## config.mk

```make
export PLATFORM = sky130hd
export DESIGN_NAME = mac_seq_ctrl_flat
export DESIGN_NICKNAME = d
export VERILOG_FILES = /design/src/rtl/mac_seq_ctrl_if.sv /design/src/rtl/mac_seq_ctrl.sv /design/src/flat_wrapper.sv
export SDC_FILE = /design/constraint.sdc
export NUM_CORES = 1
export LEC_CHECK = 0
export BUFFER_PORTS_ARGS = -buffer_cell sky130_fd_sc_hd__buf_2
export CAP_MARGIN = 30
export CORE_MARGIN = 2
export CORE_UTILIZATION = 51
export DETAILED_ROUTE_END_ITERATION = 8
export HOLD_SLACK_MARGIN = 0.1
export PLACE_DENSITY = 0.69
export SYNTH_ARGS = -nofsm -noshare
export SYNTH_HDL_FRONTEND = slang
export SYNTH_SLANG_ARGS = --single-unit
export TNS_END_PERCENT = 100
```

## constraint.sdc

```tcl
create_clock -name clk -period 7.7 [get_ports clk]
set_clock_uncertainty 0.2 [all_clocks]
set_input_delay 1.155 -clock clk [delete_from_list [all_inputs] [get_ports clk]]
set_output_delay 1.155 -clock clk [all_outputs]
set_load 0.02 [all_outputs]
```

## src/rtl/mac_seq_ctrl_if.sv

```systemverilog
// Handshake/bus bundle for mac_seq_ctrl: job control, operand stream and result stream.
interface mac_seq_ctrl_if #(
    parameter int unsigned DATA_WIDTH = 8,
    parameter int unsigned LEN_WIDTH  = 8,
    parameter int unsigned ACC_WIDTH  = 24
) ();
    logic                  start;
    logic [LEN_WIDTH-1:0]  len;
    logic                  abort;
    logic                  busy;
    logic                  in_valid;
    logic                  in_ready;
    logic [DATA_WIDTH-1:0] op_a;
    logic [DATA_WIDTH-1:0] op_b;
    logic                  out_valid;
    logic                  out_ready;
    logic [ACC_WIDTH-1:0]  result;
    logic                  overflow;

    modport master (
        output start, len, abort, in_valid, op_a, op_b, out_ready,
        input  busy, in_ready, out_valid, result, overflow
    );

    modport slave (
        input  start, len, abort, in_valid, op_a, op_b, out_ready,
        output busy, in_ready, out_valid, result, overflow
    );
endinterface

```

## src/rtl/mac_seq_ctrl.sv

```systemverilog
// Sequenced multiply-accumulate job controller: streams len operand pairs, returns their dot product.
// Define MAC_SEQ_SAT_EN to saturate the accumulator on overflow instead of wrapping.
module mac_seq_ctrl #(
    parameter int unsigned DATA_WIDTH = 8,
    parameter int unsigned LEN_WIDTH  = 8,
    parameter int unsigned ACC_WIDTH  = 24
) (
    input  logic           clk,
    input  logic           reset,
    mac_seq_ctrl_if.slave  bus
);
    localparam int unsigned PROD_W = 2 * DATA_WIDTH;
    localparam int unsigned SUM_W  = ACC_WIDTH + 1;

    typedef enum logic [1:0] {
        S_IDLE  = 2'd0,
        S_RUN   = 2'd1,
        S_DRAIN = 2'd2,
        S_DONE  = 2'd3
    } state_t;

    state_t                r_state;
    state_t                w_next;
    logic [LEN_WIDTH-1:0]  r_rem;
    logic                  r_s1_valid;
    logic [DATA_WIDTH-1:0] r_a;
    logic [DATA_WIDTH-1:0] r_b;
    logic [ACC_WIDTH-1:0]  r_acc;
    logic                  r_ovf;

    logic                  w_accept;
    logic                  w_abort;
    logic [PROD_W-1:0]     w_prod;
    logic [SUM_W-1:0]      w_sum;
    logic                  w_carry;
    logic [ACC_WIDTH-1:0]  w_acc_nxt;

    assign w_accept = (r_state == S_RUN) && bus.in_valid;
    assign w_abort  = (r_state != S_IDLE) && bus.abort;

    // Stage 2: product of the registered pair added into the accumulator with carry-out.
    assign w_prod  = PROD_W'(r_a) * PROD_W'(r_b);
    assign w_sum   = SUM_W'(r_acc) + SUM_W'(w_prod);
    assign w_carry = w_sum[ACC_WIDTH];
`ifdef MAC_SEQ_SAT_EN
    // Once clamped, any further add carries again (or adds zero), so the clamp holds for the job.
    assign w_acc_nxt = w_carry ? {ACC_WIDTH{1'b1}} : w_sum[ACC_WIDTH-1:0];
`else
    assign w_acc_nxt = w_sum[ACC_WIDTH-1:0];
`endif

    always_ff @(posedge clk) begin
        if (reset) begin
            r_state <= S_IDLE;
        end else begin
            r_state <= w_next;
        end
    end

    always_comb begin
        w_next = r_state;
        case (r_state)
            S_IDLE: begin
                if (bus.start) begin
                    w_next = (bus.len != '0) ? S_RUN : S_DONE;
                end
            end
            S_RUN: begin
                if (bus.abort) begin
                    w_next = S_IDLE;
                end else if (w_accept && (r_rem == LEN_WIDTH'(1))) begin
                    w_next = S_DRAIN;
                end
            end
            S_DRAIN: begin
                w_next = bus.abort ? S_IDLE : S_DONE;
            end
            S_DONE: begin
                if (bus.abort || bus.out_ready) begin
                    w_next = S_IDLE;
                end
            end
            default: begin
                w_next = S_IDLE;
            end
        endcase
    end

    // Beat capture, remaining count and accumulation.
    always_ff @(posedge clk) begin
        if (reset) begin
            r_rem      <= '0;
            r_s1_valid <= 1'b0;
            r_a        <= '0;
            r_b        <= '0;
            r_acc      <= '0;
            r_ovf      <= 1'b0;
        end else if (w_abort) begin
            r_rem      <= '0;
            r_s1_valid <= 1'b0;
            r_acc      <= '0;
            r_ovf      <= 1'b0;
        end else begin
            r_s1_valid <= w_accept;
            if (w_accept) begin
                r_a   <= bus.op_a;
                r_b   <= bus.op_b;
                r_rem <= r_rem - LEN_WIDTH'(1);
            end
            if ((r_state == S_IDLE) && bus.start) begin
                r_rem <= bus.len;
                r_acc <= '0;
                r_ovf <= 1'b0;
            end else if (r_s1_valid) begin
                r_acc <= w_acc_nxt;
                r_ovf <= r_ovf | w_carry;
            end
        end
    end

    assign bus.busy      = (r_state != S_IDLE);
    assign bus.in_ready  = (r_state == S_RUN);
    assign bus.out_valid = (r_state == S_DONE);
    assign bus.result    = r_acc;
    assign bus.overflow  = r_ovf;

endmodule

```

## src/flat_wrapper.sv

```systemverilog
// flat-port wrapper written by rule: the top's interface ports become plain ports
module mac_seq_ctrl_flat 
#(
    parameter int unsigned DATA_WIDTH = 8,
    parameter int unsigned LEN_WIDTH  = 8,
    parameter int unsigned ACC_WIDTH  = 24
)
  (clk, reset, bus_start, bus_len, bus_abort, bus_in_valid, bus_op_a, bus_op_b, bus_out_ready, bus_busy, bus_in_ready, bus_out_valid, bus_result, bus_overflow);
  mac_seq_ctrl_if #(.DATA_WIDTH(DATA_WIDTH), .LEN_WIDTH(LEN_WIDTH), .ACC_WIDTH(ACC_WIDTH)) bus_i ();
  input  logic clk;
  input  logic reset;
  input wire logic [$bits(bus_i.start)-1:0] bus_start;
  input wire logic [$bits(bus_i.len)-1:0] bus_len;
  input wire logic [$bits(bus_i.abort)-1:0] bus_abort;
  input wire logic [$bits(bus_i.in_valid)-1:0] bus_in_valid;
  input wire logic [$bits(bus_i.op_a)-1:0] bus_op_a;
  input wire logic [$bits(bus_i.op_b)-1:0] bus_op_b;
  input wire logic [$bits(bus_i.out_ready)-1:0] bus_out_ready;
  output wire logic [$bits(bus_i.busy)-1:0] bus_busy;
  output wire logic [$bits(bus_i.in_ready)-1:0] bus_in_ready;
  output wire logic [$bits(bus_i.out_valid)-1:0] bus_out_valid;
  output wire logic [$bits(bus_i.result)-1:0] bus_result;
  output wire logic [$bits(bus_i.overflow)-1:0] bus_overflow;
  assign bus_i.start = bus_start;
  assign bus_i.len = bus_len;
  assign bus_i.abort = bus_abort;
  assign bus_i.in_valid = bus_in_valid;
  assign bus_i.op_a = bus_op_a;
  assign bus_i.op_b = bus_op_b;
  assign bus_i.out_ready = bus_out_ready;
  assign bus_busy = bus_i.busy;
  assign bus_in_ready = bus_i.in_ready;
  assign bus_out_valid = bus_i.out_valid;
  assign bus_result = bus_i.result;
  assign bus_overflow = bus_i.overflow;
  mac_seq_ctrl #(.DATA_WIDTH(DATA_WIDTH), .LEN_WIDTH(LEN_WIDTH), .ACC_WIDTH(ACC_WIDTH)) u_core (.clk(clk), .reset(reset), .bus(bus_i));
endmodule
```

**Word level (Yosys, flattened, before mapping)**

Cells that the tools add are included.

- Register bits: 52
- Bits of input ports: 30
- Output and inout port bits: 28
- Logic and storage cells: 41

- $add $sub $neg: 2
- Multipliers: 1
- Equal/unequal tests: 7
- Muxes and demuxes: 9
- Bitwise operators: 2
- Reductions and logical operators: 13

Operator list:

| operator | number |
|---|---|
| $add 24x16->25 | 1 |
| $mul 8x8->16 | 1 |
| $mux 8 | 2 |
| $mux 2 | 6 |
| $eq 8x1->1 const B | 1 |
| $pmux 2 s4 | 1 |
| $reduce_bool 8->1 | 1 |
| $sub 8x1->8 const B | 1 |
| $eq 2x2->1 const B | 2 |
| $logic_and 1x1->1 | 4 |
| $reduce_bool 2->1 | 2 |
| $ne 3x2->1 const B | 1 |
| $reduce_and 3->1 | 1 |
| $reduce_or 3->1 | 1 |
| $eq 2x1->1 const B | 1 |
| $logic_not 2->1 | 1 |
| $ne 2x1->1 const B | 1 |
| $ne 2x2->1 const B | 1 |
| $reduce_and 2->1 | 1 |
| $reduce_or 2->1 | 1 |
| $logic_or 1x1->1 | 1 |
| $not 1->1 | 1 |
| $or 1x1->1 | 1 |

**Longest topological paths before layout**

Gate-level depths: netlist of run 1.

- Depth after elaboration: 6
- Gate-level depth with buffers: 18
- Depth with buffers taken out: 17

**Least setup slack after synthesis of run 1**

Ideal clock, no wire load.

- Path type: reg-to-reg
- Start: register u_core.r_b[1]
- End: register u_core.r_acc[19] (netlist: u_core.bus.result[19])
- Library setup time: 130 ps
- Data arrival time: 4114 ps
- Required time: 7370 ps
- Setup slack: 3256 ps
- Cell stages (with the launch flop): 17
- Buffers on the path: 1
- Period minus slack after synthesis: 4444 ps
- Path through: dfxtp_1 clkbuf_1 nand2_1 fa_1 inv_1 fa_1 inv_1 fa_1 fa_1 inv_1 ha_1 o21a_1 o31a_1 o31a_1 a211oi_4 or3_1 a21oi_2

- Word-level cells in the longest chain between the ends: 2

Ends and longest elaborated chain:

| item | RTL line | RTL |
|---|---|---|
| start, declared | mac_seq_ctrl.sv:27 | `logic [DATA_WIDTH-1:0] r_b;` |
| start signal, assigned | mac_seq_ctrl.sv:107 | `r_b <= bus.op_b;` |
| $mul 8x8->16 | mac_seq_ctrl.sv:42 | `assign w_prod = PROD_W'(r_a) * PROD_W'(r_b);` |
| $add 24x16->25 | mac_seq_ctrl.sv:43 | `assign w_sum = SUM_W'(r_acc) + SUM_W'(w_prod);` |
| end signal, assigned | mac_seq_ctrl.sv:115 | `r_acc <= w_acc_nxt;` |
| end, declared | mac_seq_ctrl.sv:28 | `logic [ACC_WIDTH-1:0] r_acc;` |

Every way passes these cells.
A chain may end at the register's enable or synchronous reset.

**Worst setup path in the final report of run 1**

- Start: register u_core.r_a[5]
- End: register u_core.r_acc[19] (netlist: u_core.bus.result[19])

- Word-level cells in the longest chain between the ends: 2

Ends and longest elaborated chain:

| item | RTL line | RTL |
|---|---|---|
| start, declared | mac_seq_ctrl.sv:26 | `logic [DATA_WIDTH-1:0] r_a;` |
| start signal, assigned | mac_seq_ctrl.sv:106 | `r_a <= bus.op_a;` |
| $mul 8x8->16 | mac_seq_ctrl.sv:42 |  |
| $add 24x16->25 | mac_seq_ctrl.sv:43 |  |

Every way passes these cells.

==> results of run 1 <==
## worst min-delay path, cell delays in order, from the launching register on
cell	delay [ns]
dfxtp_1	0.34
a31oi_1	0.05
nor2_1	0.07
## registers in the layout, summed over array words and instances, names as in the netlist
register             cells
u_core.bus.result       24
u_core.r_s1_valid        1
u_core.r_a               8
u_core.bus.overflow      1
u_core.r_b               8
u_core.r_rem             8
u_core.r_state           2
## per-stage QoR
step	instance area [µm²]	util
3_3_place_gp	5170	0.562
5_1_grt	5300	0.576
6_report	5300	0.576
3_5_place_dp	5170	0.562
2_1_floorplan	4820	-
4_1_cts	5300	0.576
## final timing paths
kind / from / cells after the start / to / slack [ns]
max: u_core.r_a[5]$_SDFFE_PP0P_ / 15 / u_core.bus.result[19]$_SDFFE_PP0P_ / 2.96
max reg2reg: u_core.r_a[5]$_SDFFE_PP0P_ / 15 / u_core.bus.result[19]$_SDFFE_PP0P_ / 2.96
min: u_core.bus.overflow$_SDFFE_PP0P_ / 2 / u_core.bus.overflow$_SDFFE_PP0P_ / 0.28
min reg2reg: u_core.bus.overflow$_SDFFE_PP0P_ / 2 / u_core.bus.overflow$_SDFFE_PP0P_ / 0.28
## kinds of logic (layout without fill, tap and decap cells)
kind of cell / count (synthesis) / after routing
flip-flops: 52 / 52
adder cells (fa/ha/maj): 93 / 93
buffers and inverters: 117 / 164
AND/OR/NAND/NOR: 192 / 192
multiplexers: 8 / 8
AO/OA/AOI/OAI: 107 / 107
XOR/XNOR: 13 / 13
## power by group through the flow
stage	logic [mW]	clock network, mW	registers, mW
2_1_floorplan	0.0358	0	0.286
3_3_place_gp	0.0501	0	0.289
3_5_place_dp	0.0511	0	0.290
4_1_cts	0.0513	0.229	0.284
5_1_grt	0.0580	0.239	0.285
6_report	0.0512	0.220	0.284
## area by class of cell
type                    instances  area [µm²]  share of cell area
clock inverters                 2        60.1              0.0113
well taps                     111         139              0.0262
flip-flops and latches         52        1040               0.196
clock buffers                   5        68.8              0.0130
inverters                      99         372              0.0701
repair buffers                 58         293              0.0553
multi-input cells             413        3330               0.628
## metal layers
metal,share of wire,global-route usage,vias to the layer above
li1,-,-,1956
met1,0.44,0.292,1937
met2,0.52,0.388,71
met3,0.032,0.0235,7
met4,0.0085,0.0364,0
met5,0,0,-
## placed cells by master (no fill, tap or decap), types with 3 or more instances in the layout
master    Yosys  routed
nand3_1       9       9
inv_1        98      98
fa_1         50      50
and2_1       40      40
a21oi_1      45      45
or3_1         3       3
o21ai_0      17      17
clkbuf_8      0       5
mux2i_1       8       8
nor2_1       39      39
nand4_1       3       3
nor3_1        3       3
o21ai_1       3       3
a31oi_1       5       5
a221oi_1      4       4
nand2_1      79      79
dfxtp_1      52      52
xor2_1        3       3
buf_2         6      57
o21a_1        6       6
ha_1         43      43
xnor2_1      10      10
a21o_1        5       5
o211ai_1      3       3
a211oi_1      4       4
==> qor.yml, run 1 <==
synthArstFlopShare: 0
p_leak_nw: 2.59
status: "completed"
postSynthCellCount: 582
grt_pass1_vias: 3818
finalSetupViolCount: 0
cp.required_ns: 7.66
io_pins: 58
numPortBuffers: 57
post-place-ws_ns: 3.01
tightest_slew_ns: 0.985
yosys.area_share.adder: 0.319
max_freq_mhz: 211
end_kind: "flip-flop"
total_power_mw: 0.555
setup_ws_ns: 2.96
slowest_stage: "fa_1"
cts_tree: "yes"
netlist_area_mm2: 0.00482
start_kind: "flip-flop"
swShare: 0.239
yosys_warnings: 0
synth-seq-cells: 52
grt-ovfl-total: 0
initialDrtViolationCount: 120
cpMostUsedCell: "fa_1"
seqPwrFrac: 0.511
synth_top_family_by_area: "adder cells"
crit_chain: "nand2_1, fa_1, inv_1, fa_1, inv_1, fa_1, fa_1, inv_1, ha_1, o21a_1, o31a_1, o31a_1, a211oi_4, or3_1, a21oi_2"
wire_per_inst_um: 14.2
max_stage_delay_ns: 0.55
grt_setup_unrepaired: "no"
drcViolationCount: 0
ir_worst_vdd_mv: 0.0745
synth_ff_type: "dfxtp_1"
yosysMostFrequentCell: "inv_1"
diodes: 0
drt_wl_total_um: 10500
slew_violations: 0
clockRootBuffer: "clkbuf_8"
critPathMaxFanout: 9
fp.coreArea_mm2: 0.00920
post_synth.cell_area_avg_um2: 8.28
synthToLayoutAreaGrowth_pct: 10.0
dieArea_mm2: 0.0102
ant_nets: 0
ys_top_cells_by_count: "inv_1, nand2_1, dfxtp_1, fa_1, a21oi_1"
cts_num_sinks: 52
synth_edf_count: 0
combinationalPowerShare: 0.092
cts_max_path_buffers: 2
grt_max_degree: 20
dp.cells: 733
drive_gt1_frac: 0.126
yosysTopAreaCellShare: 0.216
finalSetupTns_ns: 0
synth_xor_area_frac: 0.0236
final.fill_count: 881
synthTopCellsByArea: "dfxtp_1, fa_1, ha_1"
hp-class: "reg -> reg"
layoutNonFillerInstCount: 740
viasPerCell: 5.37
numCtsBuffers: 5
chipHeight_um: 101
final_nets: 752
synth_nets: 705
cts_max_level: 2
grtUsageTotal: 0.218
crit_family: "adder cells"
p_clk_frac: 0.396
finalWeightedCongestion: 0.864
initial_core_util: 0.524
whs_ns: 0.284
postCtsSetupBuffers: 0
synth-compound-area-share: 0.140
antenna_found_initial: 0
cts.clk_slew.worst_paths_ns: 0.09
relSlewSlack: 0.343
seq_area_frac_synth: 0.216
min_period_ns: 4.74
total_switching_power_mw: 0.133
post-route-period-util: 0.615
dp_hpwl_um: 8610
hold_viol: 0
cts_resized: 0
die_w_um: 101
routed-via-count: 3971
max_cap_viol_count: 0
critical_path_class: "reg -> reg"
arrival_ns: 4.69
clk_latency_ns: 0.30
synthSimpleGateAreaFrac: 0.191
synth_top_area_cell: "dfxtp_1"
path_buf_inv: 3
num_rows: 35
synth_cell_type_count: 53
powerDensity_mw_per_mm2: 105
drtPass1Iterations: 4
synthMuxAreaShare: 0.0166
grt_pass1_wl_um: 17800
p_int_mw: 0.422
ctsHoldBuffers: 0
No activity file was read; power rests on OpenSTA's default activity.
==> inputs of run 2 (changes only) <==
- PLACE_DENSITY: 0.69 -> 0.72
- clock period: 7.7 -> 3.95 ns (I/O delays scaled with it)
==> run 2 against run 1 <==
The run now ends with negative setup slack left. Highest routed layer unchanged. Critical endpoint is now u_core.bus.result[21]$_SDFFE_PP0P_. Wire length rose by 13%. Global-route usage rose by 2.1 points. Hold slack improved by 0.0094 ns. Design area rose by 18%.
==> qor.yml, run 2 (synthesis gave the netlist of run 1 again) <==
status: "complete, but fails checks"
failed_checks: "negative setup slack"
finalSetupViolCount: 16  # +16
grt_max_degree: 20  # unchanged
min_period_ns: 4.34  # -0.393 ns
start_kind: "flip-flop"
critical_path_class: "reg -> reg"
largest_reg_flops: 24  # unchanged
initialDrtViolationCount: 125  # +4.2%
hp-class: "reg -> reg"
cts.clk_slew.worst_paths_ns: 0.10  # about the same
die_w_um: 101  # unchanged
cts_max_path_buffers: 2  # unchanged
grt_setup_unrepaired: "yes"
antenna_found_initial: 0  # unchanged
arrival_ns: 4.40  # -0.29 ns
grt-ovfl-total: 0  # unchanged
ir_worst_vdd_mv: 0.123  # +65%
post-place-ws_ns: -0.490  # -3.50 ns
cp.required_ns: 4.01  # -3.65 ns
layout_common_cells: "inv_1, nand2_1, buf_2"
cts_tree: "yes"
viasPerCell: 5.34  # -0.42%
tightest_slew_ns: 0.538  # -0.447 ns
cts_max_level: 2  # unchanged
routed-via-count: 4275  # +7.7%
wire_per_inst_um: 14.9  # +4.7%
whs_ns: 0.294  # +0.00939 ns
cts_num_sinks: 52  # unchanged
total_power_mw: 0.988  # +78%
initial_core_util: 0.524  # unchanged
relSlewSlack: 0.641  # +0.298
dp_hpwl_um: 9220  # +7.1%
final_nets: 811  # +7.8%
critPathMaxFanout: 6  # -3
setup_ws_ns: -0.393  # -3.36 ns
layout_commonest_cell: "inv_1"
drive_gt1_frac: 0.337  # +0.211
max_freq_mhz: 230  # +9.0%
final.fill_count: 750  # -15%
grtUsageTotal: 0.239  # +0.0211
drcViolationCount: 0  # unchanged
clk_latency_ns: 0.32  # +0.02 ns
numCtsBuffers: 5  # unchanged
ant_nets: 0  # unchanged
slew_violations: 0  # unchanged
io_pins: 58  # unchanged
finalWeightedCongestion: 0.882  # +2.0%
synthToLayoutAreaGrowth_pct: 29.5
powerDensity_mw_per_mm2: 158  # +51%
grt_pass1_wl_um: 19500  # +9.7%
fp.coreArea_mm2: 0.00920  # unchanged
ctsHoldBuffers: 0  # unchanged
diodes: 0  # unchanged
max_cap_viol_count: 0  # unchanged
p_leak_nw: 2.90  # +12%
post-route-period-util: 1.10  # +0.484
drtPass1Iterations: 4  # unchanged
dieArea_mm2: 0.0102  # unchanged
num_rows: 35  # unchanged
drt_wl_total_um: 11900  # +13%
end_kind: "flip-flop"
grt_pass1_vias: 4302  # +13%
numPortBuffers: 57  # unchanged
chipHeight_um: 101  # unchanged
hold_viol: 0  # unchanged
clockRootBuffer: "clkbuf_8"
-- run 2: report_power, final --
part | total (mW) | switching, mW | internal, mW
clock network | 0.322 | 0.198 | 0.124
logic | 0.122 | 0.0716 | 0.0501
registers | 0.544 | 0.0146 | 0.530
total | 0.988 | 0.284 | 0.704
-- run 2: worst paths after layout --
kind / start / endpoint / slack (ns) / cells after the start
worst min-delay path: u_core.bus.result[14]$_SDFFE_PP0P_ / u_core.bus.result[14]$_SDFFE_PP0P_ / 0.29 / 2
worst min register to register: u_core.bus.result[14]$_SDFFE_PP0P_ / u_core.bus.result[14]$_SDFFE_PP0P_ / 0.29 / 2
worst max-delay path: u_core.r_b[5]$_SDFFE_PP0P_ / u_core.bus.result[21]$_SDFFE_PP0P_ / -0.39 / 15
worst max register to register: u_core.r_b[5]$_SDFFE_PP0P_ / u_core.bus.result[21]$_SDFFE_PP0P_ / -0.39 / 15
-- run 2: metal layers --
metal / up-vias / routed length [µm] / share of wire / global-route usage
met5: - / 0 / 0 / 0
met4: 0 / 195 / 0.016 / 0.0676
met3: 15 / 332 / 0.028 / 0.0338
met2: 64 / 6440 / 0.54 / 0.444
met1: 2123 / 4960 / 0.42 / 0.288
li1: 2073 / - / - / -
-- run 2: what timing repair did --
item                                    4_1_cts  5_1_grt
hold endpoints to repair                      0        0
gates resized for setup                      58       38
setup buffers                                 4        5
pin swaps                                    23       47
endpoints found under the setup margin       18       18
-- run 2: through the flow --
| step | setup TNS [ns] | std cells | util | instance area, µm² |
|---|---|---|---|---|
| finish | -4.66 | 800 | 0.678 | 6240 |
| global route | -6.82 | 800 | 0.678 | 6240 |
| CTS | -4.27 | 795 | 0.659 | 6060 |
| detailed placement | -6.58 | 783 | 0.624 | 5730 |
| global placement | -5.47 | 783 | 0.624 | 5730 |
| floorplan | -0.892 | 582 | - | 5040 |
-- run 2: final cells by class --
type | instances | area [µm²] | area share
multi-input combinational | 413 | 3730 | 0.598
sequential | 52 | 1100 | 0.176
timing repair buffer | 117 | 815 | 0.131
inverter | 99 | 372 | 0.0596
tap | 111 | 139 | 0.0223
clock buffer | 5 | 68.8 | 0.0110
clock inverter | 3 | 18.8 | 0.00301
-- run 2: worst max-delay path: stages (launching register included) --
cell and delay (ns):
dfxtp_4 0.37, buf_6 0.12, and2_4 0.15, fa_1 0.49, fa_2 0.55, inv_2 0.04, fa_1 0.44, fa_1 0.51
inv_2 0.05, ha_4 0.31, nand2_2 0.06, o21a_1 0.22, nor3_2 0.19, a211oi_4 0.09, or3_1 0.38, a21oi_2 0.12
==> inputs of run 3 (changes only) <==
- CORE_ASPECT_RATIO: unset -> 0.9
==> run 3 against run 2 <==
The run still ends with negative setup slack left. Flip-flop and latch count is the same. Largest cell class unchanged. Highest routed layer unchanged. Critical path depth is the same. Clock-buffer cell count is 2 higher. Power increased by 1.8%. Final cell count rose by 2.1%. Sequential share of layout area shrank 0.27 points. Critical path type unchanged. Register-to-register slack got worse by 0.03 ns. Fmax fell by 0.60%. Die area hardly changed. Combinational power is essentially flat. Hold slack worse by 0.016 ns. Global-route usage is 0.084 points lower.
==> qor.yml, run 3 (synthesis gave the netlist of run 1 again) <==
cts_tree: "yes"
antenna_found_initial: 0  # unchanged
r2r_slack_ns: -0.42  # -0.03 ns
cts_max_level: 2  # unchanged
final.fill_count: 729  # -2.8%
dpl_cell_area_mm2: 0.00573  # -0.11%
failed_checks: "negative setup slack"
grt_max_degree: 20  # unchanged
multi_input_area_mm2: 0.00376  # +0.94%
start_kind: "flip-flop"
initialDrtViolationCount: 164  # +31%
largest_reg_flops: 24  # unchanged
drcViolationCount: 0  # unchanged
grt_pass1_vias: 4140  # -3.8%
viasPerCell: 5.24  # -1.9%
min_period_ns: 4.37  # +0.0264 ns
ir_worst_vdd_mv: 0.159  # +29%
tightest_slew_ns: 0.572  # +0.0347 ns
max_freq_mhz: 229  # -0.60%
synthToLayoutAreaGrowth_pct: 31.7
clk_latency_ns: 0.33  # about the same
setup_ws_ns: -0.420  # -0.0264 ns
whs_ns: 0.278  # -0.0160 ns
max_cap_viol_count: 0  # unchanged
routed-via-count: 4281  # +0.14%
dp_hpwl_um: 9120  # -1.0%
clockRootBuffer: "clkbuf_8"
end_kind: "flip-flop"
relSlewSlack: 0.618  # -0.0227
cts_num_sinks: 52  # unchanged
num_rows: 33  # -5.7%
seqCellArea_mm2: 0.00110  # +0.11%
drtPass1Iterations: 5  # +1
dieArea_mm2: 0.0102  # about the same
die_w_um: 106  # +5.2%
hp-class: "reg -> reg"
cp.required_ns: 4.02  # about the same
slew_violations: 0  # unchanged
chipHeight_um: 96.2  # -4.9%
powerDensity_mw_per_mm2: 159  # +0.13%
critPathMaxFanout: 6  # unchanged
arrival_ns: 4.44  # +0.04 ns
finalWeightedCongestion: 0.860  # -2.4%
critical_path_class: "reg -> reg"
grt-ovfl-total: 0  # unchanged
drive_gt1_frac: 0.337  # about the same
layout_common_cells: "inv_1, nand2_1, buf_2"
drt_wl_total_um: 12200  # +2.1%
numPortBuffers: 57  # unchanged
fp.coreArea_mm2: 0.00917  # -0.33%
wire_per_inst_um: 14.9  # about the same
stdcell_area_mm2: 0.00634  # +1.7%
grtUsageTotal: 0.238  # -0.000838
ant_nets: 0  # unchanged
status: "complete, but fails checks"
io_pins: 58  # unchanged
cts.clk_slew.worst_paths_ns: 0.11  # about the same
p_leak_nw: 2.93  # +0.75%
final_nets: 817  # +0.74%
numCtsBuffers: 5  # unchanged
layout_commonest_cell: "inv_1"
diodes: 0  # unchanged
hold_viol: 0  # unchanged
post-route-period-util: 1.11  # +0.00668
initial_core_util: 0.526  # +0.00172
cts_max_path_buffers: 2  # unchanged
grt_setup_unrepaired: "yes"
grt_pass1_wl_um: 19200  # -1.3%
finalSetupViolCount: 16  # unchanged
run 3: changes by cell type in the layout (fill, tap and decap cells not counted), sizes merged:
cell | previous run | this run
clkinv | 3 | 0
buf | 117 | 123
clkbuf | 5 | 7
clkinvlp | 0 | 1
run 3: report_power, final:
group,internal [mW],switching (mW),total (mW)
clock network,0.143,0.198,0.342
logic,0.0496,0.0711,0.121
registers,0.529,0.0145,0.544
total,0.722,0.284,1.01
run 3: final timing paths:
kind | startpoint | to | cells after the start
worst min-delay path | u_core.bus.result[14]$_SDFFE_PP0P_ | u_core.bus.result[14]$_SDFFE_PP0P_ | 2
worst max-delay path | u_core.r_b[5]$_SDFFE_PP0P_ | u_core.bus.result[21]$_SDFFE_PP0P_ | 15
worst max register to register | u_core.r_b[5]$_SDFFE_PP0P_ | u_core.bus.result[21]$_SDFFE_PP0P_ | 15
worst min register to register | u_core.bus.result[14]$_SDFFE_PP0P_ | u_core.bus.result[14]$_SDFFE_PP0P_ | 2
run 3: routing by layer:
metal	track usage	vias to the layer above	routed length [µm]
li1	-	2089	-
met1	0.312	2077	5260
met2	0.407	93	6160
met3	0.0427	22	510
met4	0.0725	0	237
met5	0	-	0
run 3: final cells by class:
type                    instances  area share
clock buffers                   7      0.0136
clock inverters                 1     0.00118
inverters                      99      0.0586
multi-input cells             413       0.593
flip-flops and latches         52       0.173
well taps                     122      0.0241
repair buffers                123       0.136
run 3: critical path, cell delays in order (launching register included):
cell	delay (ns)
dfxtp_2	0.36
buf_6	0.13
and2_4	0.15
fa_1	0.48
fa_1	0.49
inv_1	0.05
fa_1	0.45
fa_1	0.52
inv_2	0.05
ha_4	0.29
buf_4	0.12
nand3_4	0.11
nor3_4	0.28
a211oi_4	0.13
or3_1	0.37
a21oi_2	0.14
run 3: per-stage QoR:
| stage | utilization | power (mW) | setup TNS [ns] | setup WS (ns) | cells |
|---|---|---|---|---|---|
| after floorplan | - | 0.631 | -0.892 | -0.248 | 582 |
| after global placement | 0.625 | 0.672 | -4.95 | -0.389 | 793 |
| after detailed placement | 0.625 | 0.676 | -5.86 | -0.435 | 793 |
| after CTS | 0.665 | 1.02 | -4.49 | -0.350 | 810 |
| after global routing | 0.692 | 1.05 | -7.29 | -0.548 | 817 |
| final | 0.692 | 1.01 | -5.17 | -0.420 | 817 |
run 3: timing repair:
item | CTS | global route
buffers inserted | 9 | 7
cloned | 0 | 0
resized for setup | 61 | 42
endpoints found under the setup margin | 17 | 18
pin swaps | 27 | 45
hold buffers | 0 | 0
